===== src/rtl/uart_image_loader.sv =====
// UART receiver (configurable data bits and parity) that writes each accepted byte
// into image RAM at sequential addresses and flags when a full image is stored.
module uart_image_loader #(
    parameter int CLKS_PER_BIT = 4,
    parameter int DATA_BITS    = 8,
    parameter int PARITY_MODE  = 0,
    parameter int IMG_PIXELS   = 784,
    parameter int ADDR_W       = 10
) (
    input  logic              clk,
    input  logic              reset,
    input  logic              rx,
    input  logic              read_request,
    input  logic              image_clear,
    output logic              wr_en,
    output logic [ADDR_W-1:0] wr_addr,
    output logic [7:0]        wr_data,
    output logic              image_written,
    output logic [ADDR_W:0]   pixel_count,
    output logic              frame_err,
    output logic              parity_err
);

    localparam int CW = (CLKS_PER_BIT > 1) ? $clog2(CLKS_PER_BIT) : 1;
    localparam int BW = (DATA_BITS > 1) ? $clog2(DATA_BITS) : 1;
    localparam logic [CW-1:0]   CNT_FULL = CW'(CLKS_PER_BIT - 1);
    localparam logic [CW-1:0]   CNT_HALF = CW'(CLKS_PER_BIT / 2 - 1);
    localparam logic [BW-1:0]   BIT_LAST = BW'(DATA_BITS - 1);
    localparam logic [ADDR_W:0] PIX_LAST = (ADDR_W + 1)'(IMG_PIXELS - 1);
    localparam logic            PAR_ODD  = (PARITY_MODE == 2);

    typedef enum logic [2:0] {
        S_IDLE,
        S_START,
        S_DATA,
        S_PARITY,
        S_STOP,
        S_WAIT_IDLE
    } state_t;

    state_t               state, state_next;
    logic                 rx_meta, rx_sync;
    logic [CW-1:0]        clk_cnt, clk_cnt_next;
    logic [BW-1:0]        bit_cnt, bit_cnt_next;
    logic [DATA_BITS-1:0] shreg, shreg_next;
    logic                 par_bit, par_bit_next;
    logic                 byte_done, stop_bad, par_bad, par_mismatch;
    logic                 wr_pending;
    logic [7:0]           byte_ext;

    // Synchroniser presets to idle-high so reset never looks like a start bit.
    always_ff @(posedge clk or posedge reset) begin
        if (reset) begin
            rx_meta <= 1'b1;
            rx_sync <= 1'b1;
        end else begin
            rx_meta <= rx;
            rx_sync <= rx_meta;
        end
    end

    always_ff @(posedge clk or posedge reset) begin
        if (reset) begin
            state   <= S_IDLE;
            clk_cnt <= '0;
            bit_cnt <= '0;
            shreg   <= '0;
            par_bit <= 1'b0;
        end else begin
            state   <= state_next;
            clk_cnt <= clk_cnt_next;
            bit_cnt <= bit_cnt_next;
            shreg   <= shreg_next;
            par_bit <= par_bit_next;
        end
    end

    assign par_mismatch = (PARITY_MODE != 0) && ((^shreg ^ par_bit) != PAR_ODD);

    always_comb begin
        state_next   = state;
        clk_cnt_next = clk_cnt;
        bit_cnt_next = bit_cnt;
        shreg_next   = shreg;
        par_bit_next = par_bit;
        byte_done    = 1'b0;
        stop_bad     = 1'b0;
        par_bad      = 1'b0;
        byte_ext     = '0;
        byte_ext[DATA_BITS-1:0] = shreg;

        case (state)
            S_IDLE: begin
                clk_cnt_next = '0;
                bit_cnt_next = '0;
                if (!rx_sync) state_next = S_START;
            end
            S_START: begin
                if (clk_cnt == CNT_HALF) begin
                    clk_cnt_next = '0;
                    state_next   = rx_sync ? S_IDLE : S_DATA;
                end else begin
                    clk_cnt_next = clk_cnt + 1'b1;
                end
            end
            S_DATA: begin
                if (clk_cnt == CNT_FULL) begin
                    clk_cnt_next = '0;
                    shreg_next   = {rx_sync, shreg[DATA_BITS-1:1]};
                    bit_cnt_next = bit_cnt + 1'b1;
                    if (bit_cnt == BIT_LAST)
                        state_next = (PARITY_MODE != 0) ? S_PARITY : S_STOP;
                end else begin
                    clk_cnt_next = clk_cnt + 1'b1;
                end
            end
            S_PARITY: begin
                if (clk_cnt == CNT_FULL) begin
                    clk_cnt_next = '0;
                    par_bit_next = rx_sync;
                    state_next   = S_STOP;
                end else begin
                    clk_cnt_next = clk_cnt + 1'b1;
                end
            end
            S_STOP: begin
                if (clk_cnt == CNT_FULL) begin
                    clk_cnt_next = '0;
                    byte_done    = rx_sync;
                    stop_bad     = !rx_sync;
                    par_bad      = par_mismatch;
                    state_next   = rx_sync ? S_IDLE : S_WAIT_IDLE;
                end else begin
                    clk_cnt_next = clk_cnt + 1'b1;
                end
            end
            S_WAIT_IDLE: begin
                if (rx_sync) state_next = S_IDLE;
            end
            default: state_next = S_IDLE;
        endcase
    end

    // A write is queued at the stop sample and issued the following cycle,
    // unless image_clear lands on that cycle.
    always_ff @(posedge clk or posedge reset) begin
        if (reset) begin
            wr_pending    <= 1'b0;
            wr_data       <= '0;
            image_written <= 1'b0;
            pixel_count   <= '0;
            frame_err     <= 1'b0;
            parity_err    <= 1'b0;
        end else begin
            frame_err  <= stop_bad;
            parity_err <= par_bad;
            wr_pending <= byte_done && !par_bad && read_request && !image_written;
            if (byte_done && !par_bad && read_request && !image_written)
                wr_data <= byte_ext;
            if (image_clear) begin
                pixel_count   <= '0;
                image_written <= 1'b0;
            end else if (wr_pending && !image_written) begin
                pixel_count <= pixel_count + 1'b1;
                if (pixel_count == PIX_LAST) image_written <= 1'b1;
            end
        end
    end

    assign wr_en   = wr_pending && !image_clear;
    assign wr_addr = pixel_count[ADDR_W-1:0];

endmodule

===== config.mk =====
export PLATFORM = sky130hd
export DESIGN_NAME = uart_image_loader
export DESIGN_NICKNAME = d
export VERILOG_FILES = /design/src/rtl/uart_image_loader.sv
export SDC_FILE = /design/constraint.sdc
export NUM_CORES = 1
export LEC_CHECK = 0
export ABC_CLOCK_PERIOD_IN_PS = 1700
export CORE_ASPECT_RATIO = 0.5
export CORE_MARGIN = 3
export CORE_UTILIZATION = 46
export CTS_CLUSTER_SIZE = 20
export DETAILED_ROUTE_END_ITERATION = 8
export PLACE_DENSITY = 0.85
export SYNTH_ARGS = -nofsm -noshare
export SYNTH_HDL_FRONTEND = slang
export SYNTH_SLANG_ARGS = --single-unit
export TNS_END_PERCENT = 100

===== constraint.sdc =====
create_clock -name clk -period 1.7 [get_ports clk]
set_clock_uncertainty 0.15 [all_clocks]
set_input_delay 0.255 -clock clk [delete_from_list [all_inputs] [get_ports clk]]
set_output_delay 0.255 -clock clk [all_outputs]
set_load 0.03 [all_outputs]

==> summary.md <==
| Metric | Value |
|---|---|
| Nets | `about 230` |
| Final Cycle Share | `95.24%` |
| Total GRT Usage | `around 16%` |
| CP Capture Point | `wr_data[4]` |
| FFs w/ async S/R, synth | `100.0%` |
| Slowest-stage cell, CP | `dfrtp_1` |
| Post-synth EDFFs | `0` |
| Critical Path Start | `clk_cnt[0]` |
| Cell Int Power | `1681 µW` |
| Initial antenna violation count | `0` |
| Total leakage power | `0.001308 µW` |
| Number of global-route vias before repair | `1,415` |
| Gpl congestion | `approximately 0.78` |
| Switch share | `31.11%` |
| DIE AREA | `5090 µm²` |
| Fin crit period | `around 1600 ps` |
| Pin count of the biggest net entering global routing | `41` |
| Slowest cell delay on critical path | `roughly 370 ps` |
| Worst hold path class | `in -> async` |
| Synth top area cells | `dfrtp_1 (49%), mux2_2 (9.8%), ha_1 (4.5%)` |
| Met1 WL | `between 1500 and 2000 µm` |
| Worst setup path category | `reg -> reg` |
| Pwr per Cell Area | `971.9 nW/µm²` |
| Layout cells sized above 1 | `25.23%` |
| Non-filler cells, final | `272` |
| CTS Buffer Depth | `2` |
| Synthesized Nets | `approximately 180` |
| Design Area, Final | `2511 µm²` |
| First-pass GRT wire length | `6479 µm` |
| CP Max Fanout | `9` |
| Routed via count | `1,391` |
| 1st-iter DRT viols | `75` |
| PnR worst setup slack | `80.90 ps` |
| RR Startpoint | `clk_cnt[0]` |
| Endpoints failing setup | `0` |
| Post-Route WL | `roughly 3800 µm` |
| Maxcap violations | `0` |
| Die Ht | `51.97 µm` |
| Setup crit end kind | `register` |
| Commonest cells post-synth | `dfrtp_1 (38), nor2_1 (19), mux2_2 (17), buf_4 (11), xor2_1 (8)` |
| WL met3 | `184 µm` |
| Synth Cell Area | `a little under 2000 µm²` |
| Seq pwr share | `45.6%` |
| R2R setup slack | `a little over 80 ps` |
| Synth Area per Inst | `about 11 µm²` |
| Die width | `97.95 µm` |
| I/O Pins | `38` |
| CTS Buf Count | `5` |
| Hold Vio Cnt, Final | `0` |
| Placement Cell Area | `2432 µm²` |
| YS warnings | `0` |
| Clock sink count | `40` |
| Drt first pass iters | `6` |
| RSZ-0062 raised after global routing | `false` |
| Placed insts | `262` |
| PortBufs | `36` |
| Dominant cell type by area after synthesis | `dfrtp_1` |
| CP cell instances | `ha_2 > nand3_2 > nor3_4 > buf_12 > mux2_2` |
| DR top layer | `met4` |
| Yosys cell types | `39` |
| Post-CTS Hold Fix Bufs | `0` |
| Clk pwr share | `26.8%` |
| Row count | `16` |
| Worst vdd ir | `0.4335 mV` |
| Post-route ant nets | `0` |
| Primary FF master, synth | `dfrtp_1` |
| Count of pins over their slew limit | `0` |
| Fmax | `0.6176 GHz` |
| H-tree depth | `2` |
| Area Growth Syn to Fin | `29.15%` |
| Initial Utilization | `about half` |
| Worst Path Required | `1720 ps` |
| Dpl hpwl | `2747 µm` |
| Combinational Power Share | `27.6%` |
| Yosys top cell area share | `48.91%` |
| Gate Count Post-Synth | `171` |
| Status | `complete, no violations` |
| GRT Residual Overflow | `0` |
| End of the worst register-to-register path | `wr_data[4]` |
| # DRC | `0` |
| Root buffer cell | `clkbuf_8` |
| Worst-path clk slew | `about 80 ps` |
| DR WL met2 | `1790 µm` |
| Post-synthesis sequential area ratio | `51.61%` |
| Top-count cell post-synth | `dfrtp_1` |
| Synth Register Bits | `40` |
| Pre-CTS setup slack | `-91.49 ps` |
| Antenna cell count | `0` |
| Sw Pwr | `759.3 µW` |
| Clock tree from TritonCTS | `built` |
| Clk Latency, worst-skew pair | `290 ps` |
| Worst R2R Path Depth | `5` |
| Crit path DAT | `1640 ps` |
| Core area | `3984 µm²` |
| Vias per cell | `5.114` |
| Startpoint Class | `register` |
| WL per Instance | `13.91 µm` |
## worst max-delay path, delay by kind of cell, from the launching register on
kind          cells  cell delay [ps]
mux               1              330
flops             1              370
buf+inv           1              150
fa+ha+maj         1              230
simple gates      2              270
## sequential cells by signal (all words and copies together) (netlist names)
name	count
clk_cnt	2
rx_meta	1
wr_data	8
bit_cnt	3
frame_err	1
byte_ext	8
wr_pending	1
state	3
pixel_count	11
rx_sync	1
image_written	1
## area by class of cell
cell class,count,area [µm²]
Timing Repair Buffer,55,499.2
Sequential cell,40,1005
Inverter,6,22.52
Clock inverter,1,7.507
Fill cell,316,1473
Tap cell,54,67.56
Clock buffer,7,86.33
Multi-Input combinational cell,109,823.3
## layout by cell type (no fill, tap or decap), types with 2 or more instances in the layout
cell type / n
a21oi_1: 4
a22o_1: 3
and4b_1: 2
buf_12: 3
buf_4: 17
clkbuf_8: 6
clkdlybuf4s50_1: 4
dfrtp_1: 37
dfstp_2: 2
dlygate4sd2_1: 31
ha_1: 6
inv_1: 6
mux2_2: 17
mux2i_1: 2
nand2_1: 7
nand2b_1: 2
nand3_1: 5
nand4_1: 3
nor2_1: 19
nor2b_1: 2
nor4_1: 2
o211ai_1: 2
o21ai_0: 7
xor2_1: 8
## layer usage
layer  GRT usage (%)  vias to the layer above
li1                -                      673
met1           19.81                      677
met2           27.70                       35
met3           4.819                        6
met4           4.368                        0
met5               0                        -
## timing repair
action / in CTS / in global routing
setup endpoints to repair: 31 / 9
cloned: 0 / 0
setup buffers: 0 / 2
resized for setup: 31 / 3
hold endpoints to repair: 0 / 0
## power by group through the flow
| stage | Clock (µW) | Combinational [µW] | Sequential (µW) |
|---|---|---|---|
| final | 655 | 673 | 1110 |
| after global routing | 708 | 762 | 1130 |
| after CTS | 667 | 661 | 1110 |
| after detailed placement | 0 | 657 | 1130 |
| after global placement | 0 | 622 | 1120 |
| after floorplan | 0 | 412 | 1140 |
## worst min-delay path by stage
stage | slack (ps) | start | depth (start not counted) | end
floorplan | 110 | rx | 0 | rx_meta
global placement | 200 | rx_meta | 0 | rx_sync
detailed placement | 200 | rx_meta | 0 | rx_sync
CTS | 180 | reset | 3 | pixel_count[3]
global route | 210 | reset | 3 | pixel_count[9]
finish | 180 | reset | 3 | pixel_count[2]
## stage by stage
stage | utilization, % | total power, µW | TNS [ps] | hold WS [ps]
6_report | 63.03 | 2440 | 0 | 177.0
5_1_grt | 63.03 | 2597 | 0 | 205.1
4_1_cts | 62.44 | 2440 | 0 | 182.8
3_5_place_dp | 61.06 | 1786 | -641.6 | 204.8
3_3_place_gp | 61.06 | 1741 | -260.3 | 197.6
2_1_floorplan | - | 1548 | 0 | 109.5
## kinds of logic (layout without fill, tap and decap cells)
logic type	count (synthesis)	in the layout	synth area share, %
simple gates	52	52	15.25
flops	40	40	51.61
buf+inv	22	69	6.434
compound gates	21	21	7.079
mux	19	19	10.88
xor+xnor	9	9	4.054
fa+ha+maj	7	7	4.504
other cells	1	1	0.1929
No activity file was read; power rests on OpenSTA's default activity.
